`src/rtl/traceback_unit.sv`:
```
// Viterbi survivor memory + traceback; optional zero-tail start state via TB_ZERO_TERM_EN.
// Latency: last column at edge T -> o_decoder_done in cycle T+n_bits+1 (one column traced per cycle).
// Backpressure: o_busy high while tracing; columns offered while busy or in DONE are dropped.
module traceback_unit #(
  parameter int K         = 3,
  parameter int FRAME_LEN = 8
) (
  input  logic                    clk,
  input  logic                    rst,
  input  logic                    i_dec_valid,
  input  logic [(1<<(K-1))-1:0]   i_dec,
  input  logic                    i_last,
  input  logic [K-2:0]            i_sel_node,
  output logic [FRAME_LEN-1:0]    o_decoder_data,
  output logic                    o_decoder_done,
  output logic                    o_busy
);

  localparam int SW     = K - 1;
  localparam int NUM_ST = 1 << SW;
  localparam int PW     = (FRAME_LEN > 1) ? $clog2(FRAME_LEN) : 1;

  typedef enum logic [1:0] {
    IDLE  = 2'd0,
    TRACE = 2'd1,
    DONE  = 2'd2
  } state_t;

  state_t                state, state_nxt;
  logic [PW-1:0]         wr_ptr;
  logic [PW-1:0]         rd_ptr;
  logic [SW-1:0]         cur_st;
  logic [FRAME_LEN-1:0]  shadow;
  logic [NUM_ST-1:0]     mem [FRAME_LEN];

  logic                  col_wr;
  logic                  col_last;
  logic [SW-1:0]         start_st;
  logic                  dec_bit;
  logic [SW-1:0]         pred_st;
  logic [FRAME_LEN-1:0]  shadow_upd;

`ifdef TB_ZERO_TERM_EN
  // Encoder frames are flushed to state 0, so the end state is known a priori.
  logic unused_sel;
  assign unused_sel = ^i_sel_node;
  assign start_st   = '0;
`else
  assign start_st   = i_sel_node;
`endif

  // Column acceptance and frame-end detection (explicit i_last or memory full).
  always_comb begin
    col_wr   = (state == IDLE) && i_dec_valid;
    col_last = i_last || (wr_ptr == PW'(FRAME_LEN - 1));
  end

  // One traceback step: emit newest input bit, then step to the predecessor state.
  always_comb begin
    dec_bit            = cur_st[SW-1];
    pred_st            = SW'({cur_st, mem[rd_ptr][cur_st]});
    shadow_upd         = shadow;
    shadow_upd[rd_ptr] = dec_bit;
  end

  // Survivor memory is not reset; only columns belonging to the current frame are read.
  always_ff @(posedge clk) begin
    if (col_wr) begin
      mem[wr_ptr] <= i_dec;
    end
  end

  // FSM state register.
  always_ff @(posedge clk or negedge rst) begin
    if (!rst) begin
      state <= IDLE;
    end else begin
      state <= state_nxt;
    end
  end

  // Next-state and status outputs.
  always_comb begin
    state_nxt      = state;
    o_busy         = 1'b0;
    o_decoder_done = 1'b0;
    case (state)
      IDLE: begin
        if (col_wr && col_last) begin
          state_nxt = TRACE;
        end
      end
      TRACE: begin
        o_busy = 1'b1;
        if (rd_ptr == '0) begin
          state_nxt = DONE;
        end
      end
      DONE: begin
        o_decoder_done = 1'b1;
        state_nxt      = IDLE;
      end
      default: begin
        state_nxt = IDLE;
      end
    endcase
  end

  // Datapath: write pointer, traceback pointer/state, shadow and published frame.
  always_ff @(posedge clk or negedge rst) begin
    if (!rst) begin
      wr_ptr         <= '0;
      rd_ptr         <= '0;
      cur_st         <= '0;
      shadow         <= '0;
      o_decoder_data <= '0;
    end else begin
      case (state)
        IDLE: begin
          if (col_wr) begin
            if (col_last) begin
              cur_st <= start_st;
              rd_ptr <= wr_ptr;
              shadow <= '0;
              wr_ptr <= '0;
            end else begin
              wr_ptr <= wr_ptr + PW'(1);
            end
          end
        end
        TRACE: begin
          shadow <= shadow_upd;
          cur_st <= pred_st;
          if (rd_ptr == '0) begin
            // Publish on entry to DONE so data is valid alongside the done pulse.
            o_decoder_data <= shadow_upd;
          end else begin
            rd_ptr <= rd_ptr - PW'(1);
          end
        end
        default: begin
        end
      endcase
    end
  end

endmodule

```
`config.mk`:
```
export PLATFORM = sky130hd
export DESIGN_NAME = traceback_unit
export DESIGN_NICKNAME = d
export VERILOG_FILES = /design/src/rtl/traceback_unit.sv
export SDC_FILE = /design/constraint.sdc
export NUM_CORES = 1
export LEC_CHECK = 0
export CORE_UTILIZATION = 50
export DETAILED_ROUTE_END_ITERATION = 7
export HOLD_SLACK_MARGIN = 0.05
export PLACE_DENSITY = 0.7
export SYNTH_ARGS = -nofsm -noshare
export SYNTH_HDL_FRONTEND = slang
export SYNTH_SLANG_ARGS = --single-unit
```
`constraint.sdc`:
```
create_clock -name clk -period 2.2 [get_ports clk]
set_clock_uncertainty 0.05 [all_clocks]
set_input_delay 0.55 -clock clk [delete_from_list [all_inputs] [get_ports clk]]
set_output_delay 0.55 -clock clk [all_outputs]
set_load 0.01 [all_outputs]
```
Word level (Yosys, flattened, before mapping)
Memory sizes are Yosys's and may differ from the RTL's.
Cells that the tools add are included.
W data, S select, Z words.
{"block": "totals", "reg_bits": 26, "mem_bits_rw": 32, "inputBits": 10, "output_inout_bits": 10, "word_cells": 55, "mem_count": 1}
{"memory": "mem", "depth": 8, "word_bits": 4, "rd": 1, "rd_clocked_by_memory_dff": 0, "write_ports": 1, "line": "34", "rtl": "logic [NUM_ST-1:0] mem [FRAME_LEN];"}
{"block": "classes", "add_sub_neg": 2, "magnitude_cmp": 3, "eq_ne": 8, "n_mux": 23, "n_reduce_logical": 12}
{"operator": "$mux W8", "n": 2}
{"operator": "$pmux W8 S2", "n": 1}
{"operator": "$mux W3", "n": 4}
{"operator": "$bwmux W8", "n": 1}
{"operator": "$mux W2", "n": 4}
{"operator": "$ne A2 B2 Y1 const B", "n": 4}
{"operator": "$pmux W2 S2", "n": 2}
{"operator": "$mux W1", "n": 6}
{"operator": "$pmux W3 S2", "n": 1}
{"operator": "$reduce_and A2 Y1", "n": 3}
{"operator": "$lt A3 B4 Y1 const B", "n": 1}
{"operator": "$reduce_and A4 Y1", "n": 1}
{"operator": "$add A3 B1 Y3 const B", "n": 1}
{"operator": "$demux W1 S3", "n": 1}
{"operator": "$eq A3 B3 Y1 const B", "n": 1}
{"operator": "$ge A3 B1 Y1 const B", "n": 1}
{"operator": "$logic_and A1 B1 Y1", "n": 3}
{"operator": "$logic_not A3 Y1", "n": 1}
{"operator": "$lt A2 B3 Y1 const B", "n": 1}
{"operator": "$reduce_and A3 Y1", "n": 1}
{"operator": "$sub A3 B1 Y3 const B", "n": 1}
{"operator": "$bmux W1 S2", "n": 1}
{"operator": "$eq A2 B1 Y1 const B", "n": 1}
{"operator": "$eq A2 B2 Y1 const B", "n": 1}
{"operator": "other kinds (4)", "n": 4}

Depth between registers and ports, before layout
Gate-level depths: netlist of run 1.
{"block": "depth", "depth_word": 6, "depth_mapped": 9, "mapped_depth_nobuf": 7}

Worst setup path before layout of run 1
Ideal clock, no wire load.
{"block": "synth_path", "path_type": "input to register", "startpoint": "in i_dec_valid", "endpoint": "mem mem[0][0] in the netlist's numbering (enable)", "setup_ns": 0.361, "t_arrival_ns": 1.635, "required_time_ns": 1.789, "path_slack_ns": 0.153, "path_stages": 4, "path_buffers": 1, "cell_sequence": "or3b_1 > clkbuf_1 > or2_1 > nor3_1"}
{"block": "synth_via", "elab_chain_cells": 3}
{"item": "start, declared", "line": "10", "rtl": "input logic i_dec_valid,"}
{"item": "$logic_and A1 B1 Y1", "line": "54", "rtl": "col_wr = (state == IDLE) && i_dec_valid;"}
{"item": "$mux W1", "line": "68", "rtl": "if (col_wr) begin"}
{"item": "$mux W1 (not written as such)", "line": "69", "rtl": "mem[wr_ptr] <= i_dec;"}
{"item": "end, declared", "line": "34"}
Every way passes these cells.

Final worst setup path of run 1
{"block": "layout_path", "startpoint": "in i_dec_valid", "endpoint": "mem mem[4][1] in the netlist's numbering (enable)"}
Same word-level chain as after synthesis.

==> impl_metrics.ini, run 1 <==
[run_status]
status = finished clean

[synth]
yosysWarnings = 0
synth_xor_area_share_pct = 0
ys_seq_area_share_pct = 60.87
synth_fa_ha_area_share_pct = 1.890
syn_area_per_cell_um2 = 11.93
yosys.area_share.simple_pct = 12.81
syn_inst = 222
async_flop_share_pct = 44.83
synth_top_family_by_area = simple AND/OR/NAND/NOR gates
synth_compound_area_share_pct = 12.29
syn-cell-area_mm2 = 0.002648
ys.flop_type = edfxtp_1
yosys-mux-area-fraction_pct = 8.318
synth_edf_count = 32
ys_types = 47
ys_seq_elements = 58
syn-num-nets = 236

[routing]
drt-initial-drc-count = 126
ant_nets = 0
wl_per_cell_um = 15.84
first_pass_iters = 4
drt_wl_total_mm = 5.308
drc = 0
dr_total_vias = 1793
drt-vias-per-instance = 5.352

[placed_design]
dp_cells = 319
hpwl_mm = 3.742
dpl_cell_area_mm2 = 0.003012
port_buffers = 19
gp_congestion = 0.8076

[cts]
clockBufferDepth = 2
cts_root_buf = clkbuf_8
insertion_delay_ns = 0.33
htreeDepth = 3
tritoncts = done
cts_buffers = 9
post_cts_buffers = 0
cts.clk_slew.worst_paths_ns = 0.06
cts-hold-fix-buffers = 0
cts_sinks = 58
ctsResizeCount = 0

[layout]
diodes = 0
final_cell_area_mm2 = 0.003218
syn_to_final_growth_pct = 21.55
nNetsFinal = 274
fillers = 423
drive_gt1_share_pct = 16.98
final_cells = 335

[floorplan]
dieWidth_um = 74.77
coreArea_mm2 = 0.005107
row_count = 26
io-pin-count = 20
die_h_um = 74.77
start_util_pct = 51.84
dieArea_mm2 = 0.005590

[power]
p_comb_share_pct = 39.7
internal_power_mw = 2.722
p_sw_mw = 1.483
clkPwrFrac_pct = 22.8
p_leak_nw = 1.274
swShare_pct = 35.27
powerDensity_mw_per_mm2 = 1307
p_seq_share_pct = 37.6
peakVddDrop_mv = 0.5754

[timing]
fmax_mhz = 476.7
timing.final.crit_share_pct = 95.35
final-setup-viol-count = 0
finalSetupTns_ns = 0
period_minus_slack_ns = 2.098
slew_headroom_pct = 74.94
rsz0062_at_grt = false
timing.hold.ws_ns = 0.4341
worst_pin_slew_ns = 0.3759
report.final.slew_viol_count = 0
hold_viol_final = 0

[setup_path]
endpoint = mem[4][1]
worst_setup_path_start_kind = primary input
r2r-start = state[0]
critPathCaptureType = flop
ff2ff_setup_slack_ns = 0.35
crit_start = i_dec_valid
cp_max_fo = 7
r2r_end = mem[4][1]
arrival_ns = 2.05
reg2regPathDepth = 3
worstPathRequired_ns = 2.16
path_class = in -> reg

[grt]
antenna_found_initial = 0
overflow = 0
grt_pass1_vias = 1741
grt_max_degree = 27
grt_pass1_wl_mm = 8.742
track_usage_pct = 21.96

[run]
drv_cap = 0

[worst_hold_path]
hold_class = reg -> reg
-- critical path, cell delays in order --
cell	delay (ns)
clkdlybuf4s50_1	0.48
or3b_4	0.43
or2_1	0.30
nor2_1	0.29
-- final cells by class --
cell class	count	area, um^2	area share [%]
Multi-Input combinational cell	143	942.2	29.28
Timing Repair Buffer	40	350.3	10.89
Inverter	8	30.03	0.9331
Sequential cell	58	1612	50.08
Tap cell	70	87.58	2.722
Clock inverter	4	41.29	1.283
Clock buffer	12	155.1	4.821
-- worst min-delay path by stage --
stage,start,endpoint,slack [ns],depth (start not counted)
after CTS,shadow[4],o_decoder_data[4],0.44,1
after global placement,o_decoder_data[5],o_decoder_data[5],0.42,1
final,shadow[4],o_decoder_data[4],0.43,1
after floorplan,rst,cur_st[0],0.20,0
after detailed placement,shadow[4],o_decoder_data[4],0.42,1
after global routing,shadow[4],o_decoder_data[4],0.47,1
-- cell usage after synthesis (2+ instances only) --
cell type	count	area (um^2)
a21oi_1	11	55.05
buf_2	6	30.03
buf_6	2	22.52
clkbuf_1	4	15.01
dfrtp_1	26	650.6
edfxtp_1	32	960.9
ha_1	4	50.05
inv_1	6	22.52
inv_2	2	7.510
mux2_1	5	56.30
mux2i_1	13	130.1
nand2_1	19	71.32
nand2b_1	5	31.28
nand3_1	9	45.04
nor2_1	23	86.33
nor2b_1	2	12.51
nor3_1	2	10.01
nor3_2	2	20.02
nor4_1	3	18.77
o211ai_1	3	22.52
o21ai_0	14	70.07
o21ai_1	2	10.01
o22ai_1	2	12.51
o31ai_1	2	15.01
-- layer usage --
| layer | track usage (%) | vias up | part of all wire, % |
|---|---|---|---|
| met2 | 34.83 | 41 | 48 |
| met1 | 29.34 | 851 | 47 |
| met4 | 9.224 | 0 | 1.5 |
| met3 | 4.819 | 9 | 3.4 |
| li1 | - | 892 | - |
| met5 | 0 | - | 0 |
-- stage by stage --
step	worst slack [ns]	total power [mW]	utilization, %
after detailed placement	-0.2892	3.253	58.97
final	0.1024	4.204	63.01
after floorplan	0.1534	2.666	-
after global routing	0.01509	4.502	63.01
after CTS	0.03610	4.216	62.81
after global placement	-0.2569	3.217	58.97
-- kinds of logic after synthesis --
kind of cell             count (synthesis)
multiplexers                            20
AND/OR/NAND/NOR                         71
AO/OA/AOI/OAI                           48
flip-flops                              58
adder cells (fa/ha/maj)                  4
buffers and inverters                   21
-- layout by cell type (no fill, tap or decap), types with 3 or more instances in the layout --
cell type	count
mux2i_1	13
clkinv_1	3
o21ai_0	14
nor2_1	23
mux2_1	5
nor4_1	3
a21oi_1	11
buf_4	21
nor3_2	3
o211ai_1	3
dfrtp_1	26
clkdlybuf4s50_1	18
inv_1	6
edfxtp_1	32
nand2b_1	5
nand2_1	19
nand3_1	9
ha_1	4
clkbuf_8	11
-- power groups by stage --
stage | clock network [mW] | registers [mW] | logic (mW)
2_1_floorplan | 0 | 1.57 | 1.09
3_5_place_dp | 0 | 1.60 | 1.66
5_1_grt | 1.03 | 1.61 | 1.87
3_3_place_gp | 0 | 1.59 | 1.63
6_report | 0.958 | 1.58 | 1.67
4_1_cts | 0.974 | 1.58 | 1.67
-- flip-flops by register name, summed over array words and instances, names as in the netlist --
| register | count |
|---|---|
| o_decoder_data | 8 |
| wr_ptr | 3 |
| state | 2 |
| cur_st | 2 |
| mem | 32 |
| shadow | 8 |
| rd_ptr | 3 |
Power figures use the tool's default switching activity.
==> run 2: changes to the inputs <==
--- a/config.mk
+++ b/config.mk
@@ -6,4 +6,5 @@
 export NUM_CORES = 1
 export LEC_CHECK = 0
+export CORE_MARGIN = 2
 export CORE_UTILIZATION = 50
 export DETAILED_ROUTE_END_ITERATION = 7
--- a/constraint.sdc
+++ b/constraint.sdc
@@ -3,3 +3,3 @@
 set_input_delay 0.55 -clock clk [delete_from_list [all_inputs] [get_ports clk]]
 set_output_delay 0.55 -clock clk [all_outputs]
-set_load 0.01 [all_outputs]
+set_load 0.005 [all_outputs]
==> run 2 against run 1 <==
- combinational power down 4%
- worst hold slack got worse by 0.00066 ns
- design area shrank 0.86%
- global-route usage down 1.9 points
- routed wire length fell by 0.70%
- sequential cell count stayed put
- register-to-register slack better by 0.03 ns
- sequential share of layout area is 0.43 points higher
- clock power shrank 7.0%
- fmax rose by 2.4%
- sequential power about the same
- utilization decreased by 0.54 points
- critical endpoint unchanged
- largest cell class unchanged
==> impl_metrics.ini, run 2 (synthesized netlist as in run 1, its figures left out) <==
[floorplan]
coreArea_mm2 = 0.005107
die_h_um = 76.77
start_util_pct = 51.84
dieArea_mm2 = 0.005893
io-pin-count = 20
row_count = 26
dieWidth_um = 76.77

[run_status]
status = finished clean

[layout]
syn_to_final_growth_pct = 20.51
top_register = mem
largest_reg_flops = 32
final_cell_mix = edfxtp_1 (32), dfrtp_1 (26), nor2_1 (23)
nNetsFinal = 274
fin_util_pct = 62.47
diodes = 0
drive_gt1_share_pct = 16.29
final_common_cell = edfxtp_1
reg_top3 = mem: 32 flops, o_decoder_data: 8 flops, shadow: 8 flops
fillers = 428

[routing]
drt-initial-drc-count = 93
ant_nets = 0
wl_per_cell_um = 15.78
dr_total_vias = 1807
first_pass_iters = 4
drc = 0
drt-vias-per-instance = 5.410
drt_wl_total_mm = 5.271

[timing]
worst_slack_ns = 0.1518
rsz0062_at_grt = false
report.final.slew_viol_count = 0
period_minus_slack_ns = 2.048
fmax_mhz = 488.2
hold_viol_final = 0
slew_headroom_pct = 75.80
final-setup-viol-count = 0
worst_pin_slew_ns = 0.3631
timing.final.crit_share_pct = 93.10
finalSetupTns_ns = 0

[grt]
grt_max_degree = 27
antenna_found_initial = 0
grt_pass1_wl_mm = 8.804
overflow = 0
grt_pass1_vias = 1720
track_usage_pct = 20.05

[cts]
cts-hold-fix-buffers = 0
cts_buffers = 9
cts_root_buf = clkbuf_8
cts_sinks = 58
clockBufferDepth = 2
htreeDepth = 3
insertion_delay_ns = 0.34
tritoncts = done
cts.clk_slew.worst_paths_ns = 0.06

[power]
p_leak_nw = 1.260
peakVddDrop_mv = 0.5317
powerDensity_mw_per_mm2 = 1281
finalPower_mw = 4.087

[placed_design]
pre_cts_ws_ns = -0.2760
hpwl_mm = 3.757
gp_congestion = 0.8124
port_buffers = 19

[setup_path]
cp_max_fo = 7
path_class = in -> reg
arrival_ns = 2.02
worstPathRequired_ns = 2.17
worst_setup_path_start_kind = primary input
critPathCaptureType = flop

[worst_hold_path]
hold_class = reg -> reg

[run]
drv_cap = 0
-- run 2: repair_timing --
action / in CTS / in global routing
gates resized for setup: 0 / 2
setup buffers: 0 / 1
setup endpoints to repair: 0 / 9
-- run 2: cell type report --
type / instances / area (um^2) / share of cell area [%]
Tap cell: 70 / 87.58 / 2.745
Clock inverter: 5 / 46.29 / 1.451
Sequential cell: 58 / 1612 / 50.51
Clock buffer: 10 / 127.6 / 4.000
Multi-Input combinational cell: 143 / 937.1 / 29.37
Timing Repair Buffer: 40 / 350.3 / 10.98
Inverter: 8 / 30.03 / 0.9412
-- run 2: final timing paths --
| check | from | to | slack [ns] | cells past startpoint |
|---|---|---|---|---|
| setup / recovery | i_dec_valid | mem[4][1] | 0.15 | 4 |
| hold / removal | o_decoder_data[4] | o_decoder_data[4] | 0.43 | 1 |
| setup reg to reg | state[0] | mem[4][1] | 0.38 | 3 |
| hold reg to reg | o_decoder_data[4] | o_decoder_data[4] | 0.43 | 1 |
| max in group asynchronous | rst | cur_st[1] | 1.33 | 2 |
| min in group asynchronous | rst | o_decoder_data[4] | 0.52 | 2 |
-- run 2: per-stage QoR --
step | hold WS, ns | cell area [um^2] | instances
final | 0.4334 | 3191 | 334
after global routing | 0.4727 | 3191 | 334
after CTS | 0.4380 | 3178 | 333
after detailed placement | 0.4239 | 3004 | 318
after global placement | 0.4163 | 3004 | 318
after floorplan | 0.2044 | 2648 | 222
-- run 2: critical path: stages --
cell             delay, ns
clkdlybuf4s50_1       0.48
or3b_4                0.42
or2_1                 0.29
nor2_1                0.28
-- run 2: power by group --
group	total, mW	switching, mW	leakage [nW]	internal (mW)
clock	0.891	0.389	0.0886	0.502
combinational	1.60	0.855	0.546	0.746
sequential	1.59	0.195	0.626	1.40
-- run 2: per-layer routing --
| layer | GRT usage (%) | routed length [um] | share of wire (%) |
|---|---|---|---|
| met1 | 25.33 | 2362 | 45 |
| met2 | 31.49 | 2544 | 48 |
| met3 | 6.118 | 250 | 4.7 |
| met4 | 9.636 | 114 | 2.2 |
| met5 | 0 | 0 | 0 |
==> run 3: changes to the inputs <==
CAP_MARGIN = 15   (was default)
SETUP_SLACK_MARGIN = 0.02   (was default)
==> results of run 3 <==
Same layout as run 2: the final DEF is identical, and so are final timing and power.
